[config.mk]
export PLATFORM = sky130hd
export DESIGN_NAME = ins_prefetch
export DESIGN_NICKNAME = d
export VERILOG_FILES = /design/src/rtl/ins_prefetch.sv
export SDC_FILE = /design/constraint.sdc
export NUM_CORES = 2
export LEC_CHECK = 0
export ABC_AREA = 0
export CAP_MARGIN = 20
export CORE_ASPECT_RATIO = 0.7
export CORE_MARGIN = 4
export CORE_UTILIZATION = 26
export CTS_BUF_LIST = sky130_fd_sc_hd__clkbuf_8
export CTS_CLUSTER_SIZE = 30
export DETAILED_ROUTE_END_ITERATION = 12
export SETUP_SLACK_MARGIN = 0.4
export SLEW_MARGIN = 20
export SYNTH_ARGS = -nofsm -noshare
export SYNTH_HDL_FRONTEND = slang
export SYNTH_SLANG_ARGS = --single-unit
[constraint.sdc]
create_clock -name clk -period 3.1 [get_ports clk]
set_input_delay 0.31 -clock clk [delete_from_list [all_inputs] [get_ports clk]]
set_output_delay 0.31 -clock clk [all_outputs]
set_load 0.01 [all_outputs]
[src/rtl/ins_prefetch.sv]
// ins_prefetch: instruction fetch stage with a prefetch FIFO.
// Holds the program in a synchronous-read instruction memory, runs a fetch PC,
// buffers fetched {code, pc} pairs and presents them on a valid/ready handshake.
// Ports:
//   clk, reset           - clock, synchronous active-high reset
//   prog_we/addr/data    - program-load write port (active at any time)
//   ins_code, pc_out     - FIFO head instruction and its PC (0 when empty)
//   ins_valid, ins_ready - head handshake
//   redirect, redirect_pc - flush buffer and restart fetch at redirect_pc
module ins_prefetch #(
    parameter int DEPTH     = 4,
    parameter int MEM_DEPTH = 256
) (
    input  logic       clk,
    input  logic       reset,
    input  logic       prog_we,
    input  logic [7:0] prog_addr,
    input  logic [7:0] prog_data,
    output logic [7:0] ins_code,
    output logic       ins_valid,
    input  logic       ins_ready,
    output logic [7:0] pc_out,
    input  logic       redirect,
    input  logic [7:0] redirect_pc
);

    localparam int PW = $clog2(DEPTH);
    localparam int CW = PW + 1;

    logic [7:0]    mem [MEM_DEPTH];
    logic [7:0]    code_buf [DEPTH];
    logic [7:0]    pc_buf [DEPTH];

    logic [7:0]    fetch_pc;
    logic          inflight;
    logic [7:0]    mem_q;
    logic [7:0]    q_pc;
    logic [PW-1:0] rd_ptr;
    logic [PW-1:0] wr_ptr;
    logic [CW-1:0] count;

    logic          issue;
    logic          push;
    logic          pop;

    // Issue only if the FIFO still has room for everything already in flight,
    // so the FIFO can never overflow.
    always_comb begin
        issue = (count + CW'(inflight)) < CW'(DEPTH);
        push  = inflight && !reset && !redirect;
        pop   = ins_valid && ins_ready;
    end

    // Read-first memory: the fetch path reads mem with the pre-edge contents.
    always_ff @(posedge clk) begin
        if (prog_we) begin
            mem[prog_addr] <= prog_data;
        end
    end

    always_ff @(posedge clk) begin
        if (push) begin
            code_buf[wr_ptr] <= mem_q;
            pc_buf[wr_ptr]   <= q_pc;
        end
    end

    always_ff @(posedge clk) begin
        if (reset) begin
            fetch_pc <= 8'h00;
            inflight <= 1'b0;
            mem_q    <= 8'h00;
            q_pc     <= 8'h00;
            rd_ptr   <= '0;
            wr_ptr   <= '0;
            count    <= '0;
        end else if (redirect) begin
            // Flush wins over any same-edge pop or push.
            fetch_pc <= redirect_pc;
            inflight <= 1'b0;
            rd_ptr   <= '0;
            wr_ptr   <= '0;
            count    <= '0;
        end else begin
            if (issue) begin
                mem_q    <= mem[fetch_pc];
                q_pc     <= fetch_pc;
                inflight <= 1'b1;
                fetch_pc <= fetch_pc + 8'd1;
            end else begin
                inflight <= 1'b0;
            end
            if (push) begin
                wr_ptr <= wr_ptr + PW'(1);
            end
            if (pop) begin
                rd_ptr <= rd_ptr + PW'(1);
            end
            count <= count + CW'(push) - CW'(pop);
        end
    end

    always_comb begin
        ins_valid = (count != '0);
        ins_code  = ins_valid ? code_buf[rd_ptr] : 8'h00;
        pc_out    = ins_valid ? pc_buf[rd_ptr] : 8'h00;
    end

endmodule
After elaboration in Yosys (flattened, before gate mapping)
Memory sizes are Yosys's and may differ from the RTL's. A register that Yosys moved wholly into a read port is not among the register bits.
Cells that the tools add are included.
{ "totals": {"register_bits": 24, "ramBits": 2112, "in_bits": 29, "output_inout_bits": 17, "memories": 3} }
{ "classes": {"addsub": 6, "order_cmp": 1, "mux": 13, "n_bitwise": 1, "reduce_logical": 9} }
{ "memory_table": {"columns": ["name", "words", "word_bits", "read_ports", "rd_clocked_by_memory_dff", "wr", "line", "rtl"], "rows": [
  ["mem", 256, 8, 1, 1, 1, "30", "logic [7:0] mem [MEM_DEPTH];"],
  ["code_buf", 4, 8, 1, 1, 1, "31", "logic [7:0] code_buf [DEPTH];"],
  ["pc_buf", 4, 8, 1, 1, 1, "32", "logic [7:0] pc_buf [DEPTH];"]
]} }
{ "ops": {"columns": ["operator", "n"], "rows": [
  ["$mux W8", 4],
  ["$add A8 B1 Y8 const B", 1],
  ["$mux W2", 4],
  ["$add A3 B1 Y3", 2],
  ["$mux W1", 5],
  ["$add A2 B1 Y2 const B", 2],
  ["$logic_and A1 B1 Y1", 3],
  ["$lt A3 B3 Y1 const B", 1],
  ["$reduce_bool A3 Y1", 1],
  ["$sub A3 B1 Y3", 1],
  ["$logic_not A1 Y1", 2],
  ["$reduce_and A2 Y1", 1],
  ["$reduce_bool A2 Y1", 1],
  ["$reduce_or A2 Y1", 1],
  ["$not A1 Y1", 1]
]} }

Logic depth before layout (Yosys ltp)
{ "logic_depth": {"word_depth": 5, "mapped_depth": 13, "mapped_depth_nobuf": 9} }

Worst setup path after synthesis
Ideal clock, no wire load.
{ "synth_path": {"kind": "register -> register", "startpoint": "reg fetch_pc[0]", "endpoint": "reg mem_q[0], read port of mem", "setup_time_ns": 0.120, "arrival_time_ns": 2.357, "required_time_ns": 2.980, "setup_slack_ns": 0.623, "path_stages_with_launch": 11, "n_path_buf": 3, "path_cell_list": "dfxtp_1 > buf_6 > buf_8 > buf_4 > mux4_2 > mux4_2 > nor2_1 > nor2_1 > o32ai_1 > nor3_1 > o31a_1"} }
{ "synth_lines": {"columns": ["item", "line", "rtl"], "rows": [
  ["start, declared", "34", "logic [7:0] fetch_pc;"],
  ["start signal, assigned", "79", "fetch_pc <= redirect_pc;"],
  ["start signal, assigned", "89", "fetch_pc <= fetch_pc + 8'd1;"],
  ["end, declared", "36", "logic [7:0] mem_q;"]
]} }

==> flow_metrics.tcl <==
set metrics [dict create \
    rows 174 \
    synth_nets 4193 \
    r2r_cells 11 \
    worst_path_largest_cell_delay_ns 0.57 \
    drc_errors 0 \
    viasPerCell 4.77 \
    vias 45386 \
    netlist_area_um2 84100 \
    synth-compound-area-share 0.0329 \
    cp-start-kind "register" \
    yosysTopAreaCellShare 0.754 \
    firstDrtPassIters 8 \
    rr_endpoint "mem_q[4]" \
    timing.final.crit_share 0.975 \
    clkSinkCount 2146 \
    hold_path_class "input port to register" \
    area.growth.synth_to_final_pct 21.0 \
    dr.first_iter.drc_count 6039 \
    synth_simple_gate_area_frac 0.0316 \
    clk_latency_ns 0.93 \
    track_usage 0.135 \
    detail_route.wl_per_cell_um 24.4 \
    drv_cap 0 \
    cts_buffers 312 \
    dp_hpwl_um 147000 \
    fin_hold_ws_ns 0.0789 \
    power_mw 58.3 \
    start_util 0.262 \
    root_buffer "clkbuf_8" \
    grt_pass1_wl_um 331000 \
    worstPathRequired_ns 3.90 \
    grt_start_max_net_pins 117 \
    final_hold_viol_count 0 \
    regToRegStartpoint "fetch_pc[0]" \
    synthMuxAreaShare 0.153 \
    clockBufferDepth 4 \
    crit_fanout 11 \
    seq_area_um2 64100 \
    period_needed_ns 3.02 \
    cp-startpoint "fetch_pc[0]" \
    synthCells 4156 \
    cts_tree "yes" \
    dieWidth_um 688 \
    path_delay_family "multiplexers" \
    critPathSlowestCell "mux4_2" \
    stdcell_area_um2 102000 \
    io_pins 46 \
    synth.area.top_cells "edfxtp_1 (75%), mux4_2 (12%), mux2i_1 (2.1%)" \
    gp_congestion 0.884 \
    synth_edf_count 2112 \
    pwr_density_cell_nw_per_um2 573 \
    antenna_found_initial 17 \
    fmax_mhz 331 \
    final-max-slew-violation-count 0 \
    core_area_um2 322000 \
    yosysSeqAreaShare 0.762 \
    synth.avg_cell_area_um2 20.2 \
    multi_input_area_um2 19100 \
    fp.dieH_um 484 \
    ys_async_sr_fraction 0 \
    htree_levels 5 \
    yosys.cell_types.count 57 \
    synth-adder-area-share 0.00128 \
    cpMostUsedCell "buf_4" \
    drive_gt1_frac 0.341 \
    status "complete, no violations" \
    worst-path-stages 11 \
    clkSlewWorstSetupHoldPaths_ns 0.07 \
    nets 5006 \
    setup_viol 0 \
    ys_seq_elements 2146 \
    crit_buf_inv 5 \
    top_usage_layer "met1" \
    overflow 0 \
    cp_data_arrival_time_ns 3.82 \
    slew_headroom 0.251 \
    skew_ns 0.0576 \
    vdd_drop_max_mv 0.407 \
    fillers 30725 \
    synth_commonest_cells "edfxtp_1 (2112), mux4_2 (448), nor2_1 (380)" \
    port_buffers 45 \
    crit_chain "buf_4, clkbuf_16, buf_16, mux4_2, mux4_2, mux2i_2, buf_4, a32oi_1, buf_4, a21oi_2, nor4_2" \
    crit_type "register to register" \
    synth.most_common_cell "edfxtp_1" \
    dieArea_um2 333000 \
    met2_usage 0.185 \
    grt_util_met3 0.0426 \
    drt-total-wl_um 232000 \
    cp-end-kind "register" \
    r2r_slack_ns 0.08 \
    synth_top_area_cell "edfxtp_1" \
    setup.worst_path.end "mem_q[4]" \
    rsz0062_at_grt "true" \
    yosys_most_used_dff "edfxtp_1" \
    yosys.area_share.xor_xnor 0.00135 \
    synth_top_family_by_area "multiplexers" \
    p_leak_nw 32.2 \
    tightest_slew_ns 1.12 \
    ys_warn_count 0 \
    gr-usage-met1 0.207 \
    postRouteAntennaNets 0 \
    postPlaceCellArea_um2 94000 \
    grt_pass1_vias 44994 \
]
[repair_timing]
item                                   CTS  global route
pin swaps                               16            20
setup endpoints to repair               25            20
hold buffers                            11             0
setup buffers                           48            17
resized for setup                      194            85
gates cloned                            18             4
endpoints found under the hold margin  484             0
[how the worst min path moves through the flow]
stage	startpoint	endpoint	slack, ns	cells after the start
5_1_grt	redirect_pc[6]	fetch_pc[6]	0.04	3
2_1_floorplan	prog_data[0]	mem[0][0]	0.41	0
3_3_place_gp	q_pc[0]	pc_buf[0][0]	0.48	0
4_1_cts	redirect_pc[6]	fetch_pc[6]	0.01	3
6_report	redirect_pc[6]	fetch_pc[6]	0.08	3
3_5_place_dp	q_pc[0]	q_pc[0]	0.49	2
[layer usage]
metal | up-vias | share of wire | routed length, um
met2 | 2397 | 0.42 | 96300
met4 | 2 | 0.019 | 4500
met5 | - | 0.000043 | 10
met3 | 291 | 0.12 | 27300
met1 | 23908 | 0.45 | 104000
li1 | 18788 | - | -
[per-stage QoR]
stage | cells | setup slack [ns] | util | TNS (ns)
after floorplan | 4156 | 0.623 | - | 0
after global placement | 8869 | -0.881 | 0.292 | -1.24
after detailed placement | 8869 | -0.122 | 0.292 | -0.340
after CTS | 9491 | 0.135 | 0.314 | 0
after global routing | 9518 | 0.0341 | 0.316 | 0
final | 9519 | 0.0789 | 0.316 | 0
[kinds of logic after synthesis]
family,after synthesis
AO/OA/AOI/OAI,383
XOR/XNOR,13
adder cells (fa/ha/maj),8
buffers and inverters,273
flip-flops,2146
multiplexers,713
AND/OR/NAND/NOR,620
[sequential cells by signal, summed over array words and instances, names as in the netlist, named ones only]
| signal | count |
|---|---|
| mem | 2048 |
| code_buf | 32 |
| pc_buf | 32 |
| fetch_pc | 8 |
| mem_q | 8 |
| q_pc | 8 |
| count | 3 |
| rd_ptr | 2 |
| wr_ptr | 2 |
| inflight | 1 |
[power by group]
part / total, mW / switching (mW) / leakage, nW / internal (mW)
registers: 32.0 / 0.0972 / 19.3 / 31.9
logic: 5.00 / 2.86 / 9.70 / 2.14
clock network: 21.2 / 10.9 / 3.21 / 10.3
[worst register-to-register path, cell delays in order (launching register included)]
cell and delay (ns):
dfxtp_4 0.37, buf_4 0.20, clkbuf_16 0.22, buf_16 0.18
mux4_2 0.58, mux4_2 0.52, mux2i_2 0.21, buf_4 0.16
a32oi_1 0.06, buf_4 0.17, a21oi_2 0.18, nor4_2 0.07
[placed cells by master, fill, tap and decap left out, types with 14 or more instances in the layout]
master / instances
dfxtp_1: 27
o31ai_1: 16
o221ai_2: 14
nor2_1: 357
o21ai_0: 37
nor3_1: 31
nor2b_1: 24
o22ai_1: 15
buf_6: 36
buf_12: 60
a211oi_1: 26
mux2i_1: 175
nor2_4: 15
buf_16: 23
a22oi_1: 31
mux4_2: 448
clkinv_1: 73
inv_1: 101
a21oi_1: 69
o221ai_1: 39
clkinv_2: 33
a221o_1: 22
a211o_1: 16
nand2_1: 84
clkdlybuf4s50_1: 21
clkbuf_8: 324
buf_4: 581
edfxtp_1: 2112
nand2b_1: 30
mux2_2: 86
[layout make-up]
cell class	count	area share
antenna	7	0.000172
clock buffer	324	0.0438
clock inverter	221	0.0113
inverter	12	0.000467
multi-input combinational	1737	0.188
sequential	2146	0.630
tap	4312	0.0530
timing repair buffer	760	0.0730
(Power assumes the default switching activity.)
